## src/rtl/game_pkg.sv

```systemverilog
// game_pkg: shared lane type and keycode constants for the rhythm game.
// Holds the 2-bit lane typedef, the four lane keycodes (7, 9, 13, 14)
// and the space/q menu keycodes (44, 20).
package game_pkg;
  typedef logic [1:0] lane_t;
  localparam logic [7:0] KEY_LANE0 = 8'd7;
  localparam logic [7:0] KEY_LANE1 = 8'd9;
  localparam logic [7:0] KEY_LANE2 = 8'd13;
  localparam logic [7:0] KEY_LANE3 = 8'd14;
  localparam logic [7:0] KEY_SPACE = 8'd44;
  localparam logic [7:0] KEY_Q     = 8'd20;
  function automatic logic is_lane_key(input logic [7:0] k);
    return k == KEY_LANE0 || k == KEY_LANE1 || k == KEY_LANE2 || k == KEY_LANE3;
  endfunction
  function automatic lane_t key_lane(input logic [7:0] k);
    return k == KEY_LANE1 ? 2'd1 : k == KEY_LANE2 ? 2'd2 : k == KEY_LANE3 ? 2'd3 : 2'd0;
  endfunction
endpackage

```

## src/rtl/note_slot.sv

```systemverilog
// note_slot: one falling-circle slot (live flag, lane, life timer).
// Ports: clk, rst_n (async active-low), clear (sync wipe), frame_tick,
//   load_i (launch into this idle slot), lane_i, hit_i (scored press retires
//   this slot), live_o, lane_o, timer_o, expire_o (retires unhit this cycle).
module note_slot
  import game_pkg::*;
#(
  parameter int LIFE_TICKS = 120,
  parameter int TW         = $clog2(LIFE_TICKS + 1)
) (
  input  logic          clk,
  input  logic          rst_n,
  input  logic          clear,
  input  logic          frame_tick,
  input  logic          load_i,
  input  lane_t         lane_i,
  input  logic          hit_i,
  output logic          live_o,
  output lane_t         lane_o,
  output logic [TW-1:0] timer_o,
  output logic          expire_o
);
  logic          live_q, live_d;
  lane_t         lane_q, lane_d;
  logic [TW-1:0] timer_q, timer_d;
  // A hit on the final tick wins over the expiry.
  assign expire_o = live_q & frame_tick & (timer_q == TW'(1)) & ~hit_i & ~clear;
  always_comb begin
    live_d  = (clear | hit_i | expire_o) ? 1'b0 : load_i ? 1'b1 : live_q;
    lane_d  = clear ? 2'd0 : load_i ? lane_i : lane_q;
    timer_d = load_i ? TW'(LIFE_TICKS) : (live_q & frame_tick) ? timer_q - TW'(1) : timer_q;
  end
  always_ff @(posedge clk or negedge rst_n)
    if (!rst_n) begin
      live_q  <= 1'b0;
      lane_q  <= 2'd0;
      timer_q <= '0;
    end else begin
      live_q  <= live_d;
      lane_q  <= lane_d;
      timer_q <= timer_d;
    end
  assign live_o  = live_q;
  assign lane_o  = lane_q;
  assign timer_o = timer_q;
endmodule

```

## src/rtl/note_tracker.sv

```systemverilog
// note_tracker: tracks live circles, scores presses, counts misses and health.
// Ports: clk, rst_n (async active-low), clear, frame_tick, spawn, circletype,
//   keycode (HID, 0 = none); outputs out_of_bounds, hit, miss, spawn_drop
//   (registered one-cycle pulses), health (saturating 0..15), active and
//   slot_lane (per-slot renderer view).
// Optional: define NOTE_TRACKER_SCORE_EN to add a 16-bit saturating hit count
//   on output score.
module note_tracker
  import game_pkg::*;
#(
  parameter int NUM_SLOTS   = 4,
  parameter int LIFE_TICKS  = 120,
  parameter int HIT_WINDOW  = 15,
  parameter int HEALTH_INIT = 8
) (
  input  logic                   clk,
  input  logic                   rst_n,
  input  logic                   clear,
  input  logic                   frame_tick,
  input  logic                   spawn,
  input  logic [1:0]             circletype,
  input  logic [7:0]             keycode,
  output logic                   out_of_bounds,
  output logic                   hit,
  output logic                   miss,
  output logic [3:0]             health,
  output logic [NUM_SLOTS-1:0]   active,
  output logic [2*NUM_SLOTS-1:0] slot_lane,
  output logic                   spawn_drop
`ifdef NOTE_TRACKER_SCORE_EN
  ,
  output logic [15:0]            score
`endif
);
  localparam int TW = $clog2(LIFE_TICKS + 1);
  logic [NUM_SLOTS-1:0] live_w, expire_w, load_w, hit_w;
  lane_t                lane_w  [NUM_SLOTS];
  logic [TW-1:0]        timer_w [NUM_SLOTS];
  logic [7:0]           key_q;
  logic [3:0]           health_q, health_d;
  logic                 hit_q, miss_q, oob_q, drop_q, drop_d, press;
  lane_t                press_lane;
  assign press      = (keycode != key_q) && is_lane_key(keycode);
  assign press_lane = key_lane(keycode);
  // Retiring slots are still live this cycle, so the idle search below can
  // never hand a retiring slot to a new spawn.
  always_comb begin
    logic found_h, found_s;
    int   nm, h;
    hit_w   = '0;
    load_w  = '0;
    found_h = 1'b0;
    found_s = 1'b0;
    nm      = 0;
    for (int i = 0; i < NUM_SLOTS; i++) begin
      if (!found_h && press && !clear && live_w[i] && lane_w[i] == press_lane &&
          timer_w[i] <= TW'(HIT_WINDOW)) begin
        hit_w[i] = 1'b1;
        found_h  = 1'b1;
      end
      if (!found_s && spawn && !clear && !live_w[i]) begin
        load_w[i] = 1'b1;
        found_s   = 1'b1;
      end
      nm = nm + int'(expire_w[i]);
    end
    drop_d   = spawn & ~clear & ~found_s;
    h        = int'(health_q) + int'(found_h) - nm;
    health_d = clear ? 4'(HEALTH_INIT) : (h < 0) ? 4'd0 : (h > 15) ? 4'd15 : 4'(h);
  end
  for (genvar g = 0; g < NUM_SLOTS; g++) begin : g_slot
    note_slot #(.LIFE_TICKS(LIFE_TICKS), .TW(TW)) u_slot (
      .clk        (clk),
      .rst_n      (rst_n),
      .clear      (clear),
      .frame_tick (frame_tick),
      .load_i     (load_w[g]),
      .lane_i     (circletype),
      .hit_i      (hit_w[g]),
      .live_o     (live_w[g]),
      .lane_o     (lane_w[g]),
      .timer_o    (timer_w[g]),
      .expire_o   (expire_w[g])
    );
    assign slot_lane[2*g +: 2] = lane_w[g];
  end
  always_ff @(posedge clk or negedge rst_n)
    if (!rst_n) begin
      key_q    <= 8'd0;
      health_q <= 4'(HEALTH_INIT);
      hit_q    <= 1'b0;
      miss_q   <= 1'b0;
      oob_q    <= 1'b0;
      drop_q   <= 1'b0;
    end else begin
      key_q    <= keycode;
      health_q <= health_d;
      hit_q    <= |hit_w;
      miss_q   <= |expire_w;
      oob_q    <= |hit_w | |expire_w;
      drop_q   <= drop_d;
    end
`ifdef NOTE_TRACKER_SCORE_EN
  logic [15:0] score_q;
  always_ff @(posedge clk or negedge rst_n)
    if (!rst_n) score_q <= 16'd0;
    else score_q <= clear ? 16'd0 : (|hit_w && score_q != 16'hFFFF) ? score_q + 16'd1 : score_q;
  assign score = score_q;
`endif
  assign hit           = hit_q;
  assign miss          = miss_q;
  assign out_of_bounds = oob_q;
  assign spawn_drop    = drop_q;
  assign health        = health_q;
  assign active        = live_w;
endmodule

```

## config.mk

```make
export PLATFORM = sky130hd
export DESIGN_NAME = note_tracker
export DESIGN_NICKNAME = d
export VERILOG_FILES = /design/src/rtl/game_pkg.sv /design/src/rtl/note_slot.sv /design/src/rtl/note_tracker.sv
export SDC_FILE = /design/constraint.sdc
export NUM_CORES = 1
export LEC_CHECK = 0
export ABC_CLOCK_PERIOD_IN_PS = 4300
export BUFFER_PORTS_ARGS = -buffer_cell sky130_fd_sc_hd__buf_2
export CORE_ASPECT_RATIO = 1.4
export CORE_MARGIN = 10
export CORE_UTILIZATION = 50
export DETAILED_ROUTE_END_ITERATION = 8
export PLACE_DENSITY = 0.7
export SETUP_SLACK_MARGIN = 0.05
export SLEW_MARGIN = 10
export SYNTH_ARGS = -nofsm -noshare
export SYNTH_HDL_FRONTEND = slang
export SYNTH_SLANG_ARGS = --single-unit
```

## constraint.sdc

```tcl
create_clock -name clk -period 4.3 [get_ports clk]
set_input_delay 0 -clock clk [delete_from_list [all_inputs] [get_ports clk]]
set_output_delay 0 -clock clk [all_outputs]
set_load 0.01 [all_outputs]
```

==> results.txt <==
Initial antenna violation count -> 0
CTS tree -> yes
Max Fclk -> 245 MHz
Total CTS buffers -> 5
Area Growth Syn to Fin -> 16.8%
Register area share after synthesis -> 0.447
Critical path type -> in2reg
Via Count -> 2458
Yosys warns -> 0
Top-count cell post-synth -> dfrtp_1
Pin count of the biggest net entering global routing -> 57
DPL Wire Length -> 5.07 mm
Final hold vios -> 0
Mapped Nets -> 352
Core area -> 6170 um2
Post-synth EDFFs -> 0
ANT nets after route -> 0
Synth unique cells -> 46
Asr flop ratio synth -> 1.00
RSZ-0062 raised after global routing -> no
DRT Pass-1 Iters -> 4
Run status -> finished, final reports clean
Detailed Route Iter0 Violations -> 140
Hold WC Path Type -> in2reg
Synth top area cells -> dfrtp_1, ha_1, xnor2_1
Yosys reg bits -> 56
Syn Inst Count -> 317
Worst slew pin tran -> 0.704 ns
PD cells -> 408 nW/um2
Synth top area share -> 0.438
Final Worst Setup Slack -> 0.223 ns
Critical Path RT -> 4.56 ns
Nets@finish -> 402
Drt total wl -> 6.96 mm
Maximum fanout along the worst path -> 8
Clock latency on the worst-skew pair -> 0.31 ns
Max VDD drop -> 348 uV
Pins Over Slew Limit -> 0
Top FF cell, synth -> dfrtp_1
Avg Inst Size Synth -> 9.90 um2
Overflow after GRT -> 0
Die Ht -> 114 um
Worst EP arrival -> 4.33 ns
Final Wtd Congestion -> 0.888
Skew final -> 0.00703 ns
I/O Buffers -> 34
Post-DR vias/cell -> 5.59
Max_cap viols -> 0
Clock Tree Buf Depth -> 2
LEAKAGE -> 1.70 nW
Drt wl/cell -> 15.8 um
Synth Cell Area -> 3140 um2
Synth area leader -> dfrtp_1
Die Footprint -> 9890 um2
Global-route wire length before repair -> 11.9 mm
Crit. End Element -> register
Clock-pin slew on the worst setup and hold paths -> 0.10 ns
Remaining DRCs -> 0
Clock root buffer -> clkbuf_8
Vias in the first global route -> 2512
Fin crit share -> 0.948
Slew margin rel. -> 0.531
Layout cells sized above 1 -> 0.188
# setup viols final -> 0
FP Rows -> 34
Minimum period implied by the final worst setup slack -> 4.08 ns
IO Count -> 35
Clock Sinks -> 56
Synth top cells by count -> dfrtp_1, nand2_1, inv_1, nand3_1, xnor2_1
Setup TNS Final -> 0 ns
Die X -> 87.0 um
Startpoint types -> input port
Pre-CTS worst setup slack -> 0.140 ns
H-Tree Depth -> 2
Initial Util -> 0.509
# diodes -> 0
Total GRT Usage -> 0.146
-- final cells by class --
class / instances / area [um2]
Fill cell: 531 / 2500
Multi-Input combinational cell: 228 / 1640
Sequential cell: 56 / 1400
Timing Repair Buffer: 55 / 360
Tap cell: 72 / 90.1
Clock buffer: 6 / 82.6
Inverter: 21 / 78.8
Clock inverter: 2 / 10.0
-- per-layer routing --
layer  vias to the layer above  track usage  share of wire
met1                      1204        0.179           0.44
met3                        13       0.0285          0.038
met4                         0       0.0520          0.027
met2                        44        0.245           0.50
li1                       1197            -              -
met5                         -            0              0
-- where the power goes --
group | internal, mW | leakage, nW | total (mW) | switching, mW
logic | 0.220 | 0.962 | 0.468 | 0.248
registers | 0.622 | 0.688 | 0.739 | 0.117
clock network | 0.129 | 0.0510 | 0.291 | 0.162
total | 0.971 | 1.70 | 1.50 | 0.527
-- path summary, 6_finish.rpt --
| check | start | endpoint | slack, ns | cells after the start |
|---|---|---|---|---|
| max in group asynchronous | rst_n | g_slot[1].u_slot.timer_o[6] | 3.48 | 3 |
| worst min register to register | g_slot[0].u_slot.timer_o[6] | g_slot[0].u_slot.timer_o[6] | 0.55 | 2 |
| worst min-delay path | spawn | g_slot[0].u_slot.live_o | 0.008 | 3 |
| worst max register to register | g_slot[1].u_slot.timer_o[5] | health[3] | 0.38 | 16 |
| worst max-delay path | keycode[1] | health[3] | 0.22 | 20 |
| min in group asynchronous | rst_n | key_q[6] | 0.35 | 3 |
-- placed cells by master (no fill, tap or decap), types with 4 or more instances in the layout --
cell and n:
a21oi_1 7, and3_1 6, buf_2 32, buf_4 10, clkbuf_8 6, dfrtp_1 55
dlygate4sd3_1 11, fa_1 4, ha_1 14, inv_1 21, mux2i_1 6, nand2_1 24
nand2b_1 4, nand3_1 20, nand3b_1 4, nand4_1 8, nor2_1 20, nor3_1 11
nor4_1 9, o21ai_0 18, or3_1 4, xnor2_1 21, xor2_1 9
-- worst max-delay path: stages --
cell	delay (ns)
dlygate4sd3_1	0.54
clkbuf_4	0.19
and3b_1	0.20
o211ai_4	0.23
buf_4	0.16
xnor2_1	0.11
or3_4	0.15
and4b_1	0.22
or3_1	0.33
fa_1	0.36
inv_1	0.06
ha_1	0.13
inv_1	0.05
fa_1	0.44
ha_2	0.23
fa_2	0.58
inv_1	0.05
a21oi_2	0.12
o22ai_1	0.10
nand2b_1	0.08
-- through the flow --
step / util / hold slack, ns / power (mW) / cells / area (um2)
after floorplan: - / -0.296 / 1.05 / 317 / 3140
after global placement: 0.547 / 0.175 / 1.16 / 416 / 3380
after detailed placement: 0.547 / 0.181 / 1.19 / 416 / 3380
after CTS: 0.580 / 0.00120 / 1.49 / 435 / 3580
after global routing: 0.595 / 0.00935 / 1.63 / 440 / 3670
final: 0.595 / 0.00785 / 1.50 / 440 / 3670
-- cells by family after synthesis --
| kind of cell | after synthesis | share of synthesized area |
|---|---|---|
| flip-flops | 56 | 0.447 |
| adder cells (fa/ha/maj) | 20 | 0.0917 |
| AO/OA/AOI/OAI | 42 | 0.0869 |
| buffers and inverters | 33 | 0.0446 |
| XOR/XNOR | 30 | 0.0837 |
| AND/OR/NAND/NOR | 130 | 0.227 |
| multiplexers | 6 | 0.0191 |
-- flip-flops by register name (all words and copies together), names as in the netlist --
name,count
health,4
hit,1
g_slot.u_slot.timer_o,28
miss,1
out_of_bounds,1
key_q,8
g_slot.u_slot.lane_o,8
g_slot.u_slot.live_o,4
spawn_drop,1
-- what timing repair did --
item                                    4_1_cts  5_1_grt
hold buffers                                 11        0
endpoints found under the hold margin        65        0
endpoints found under the setup margin        0        4
setup buffers                                 0        5
gates resized for setup                       0       12
Power figures use the tool's default switching activity.
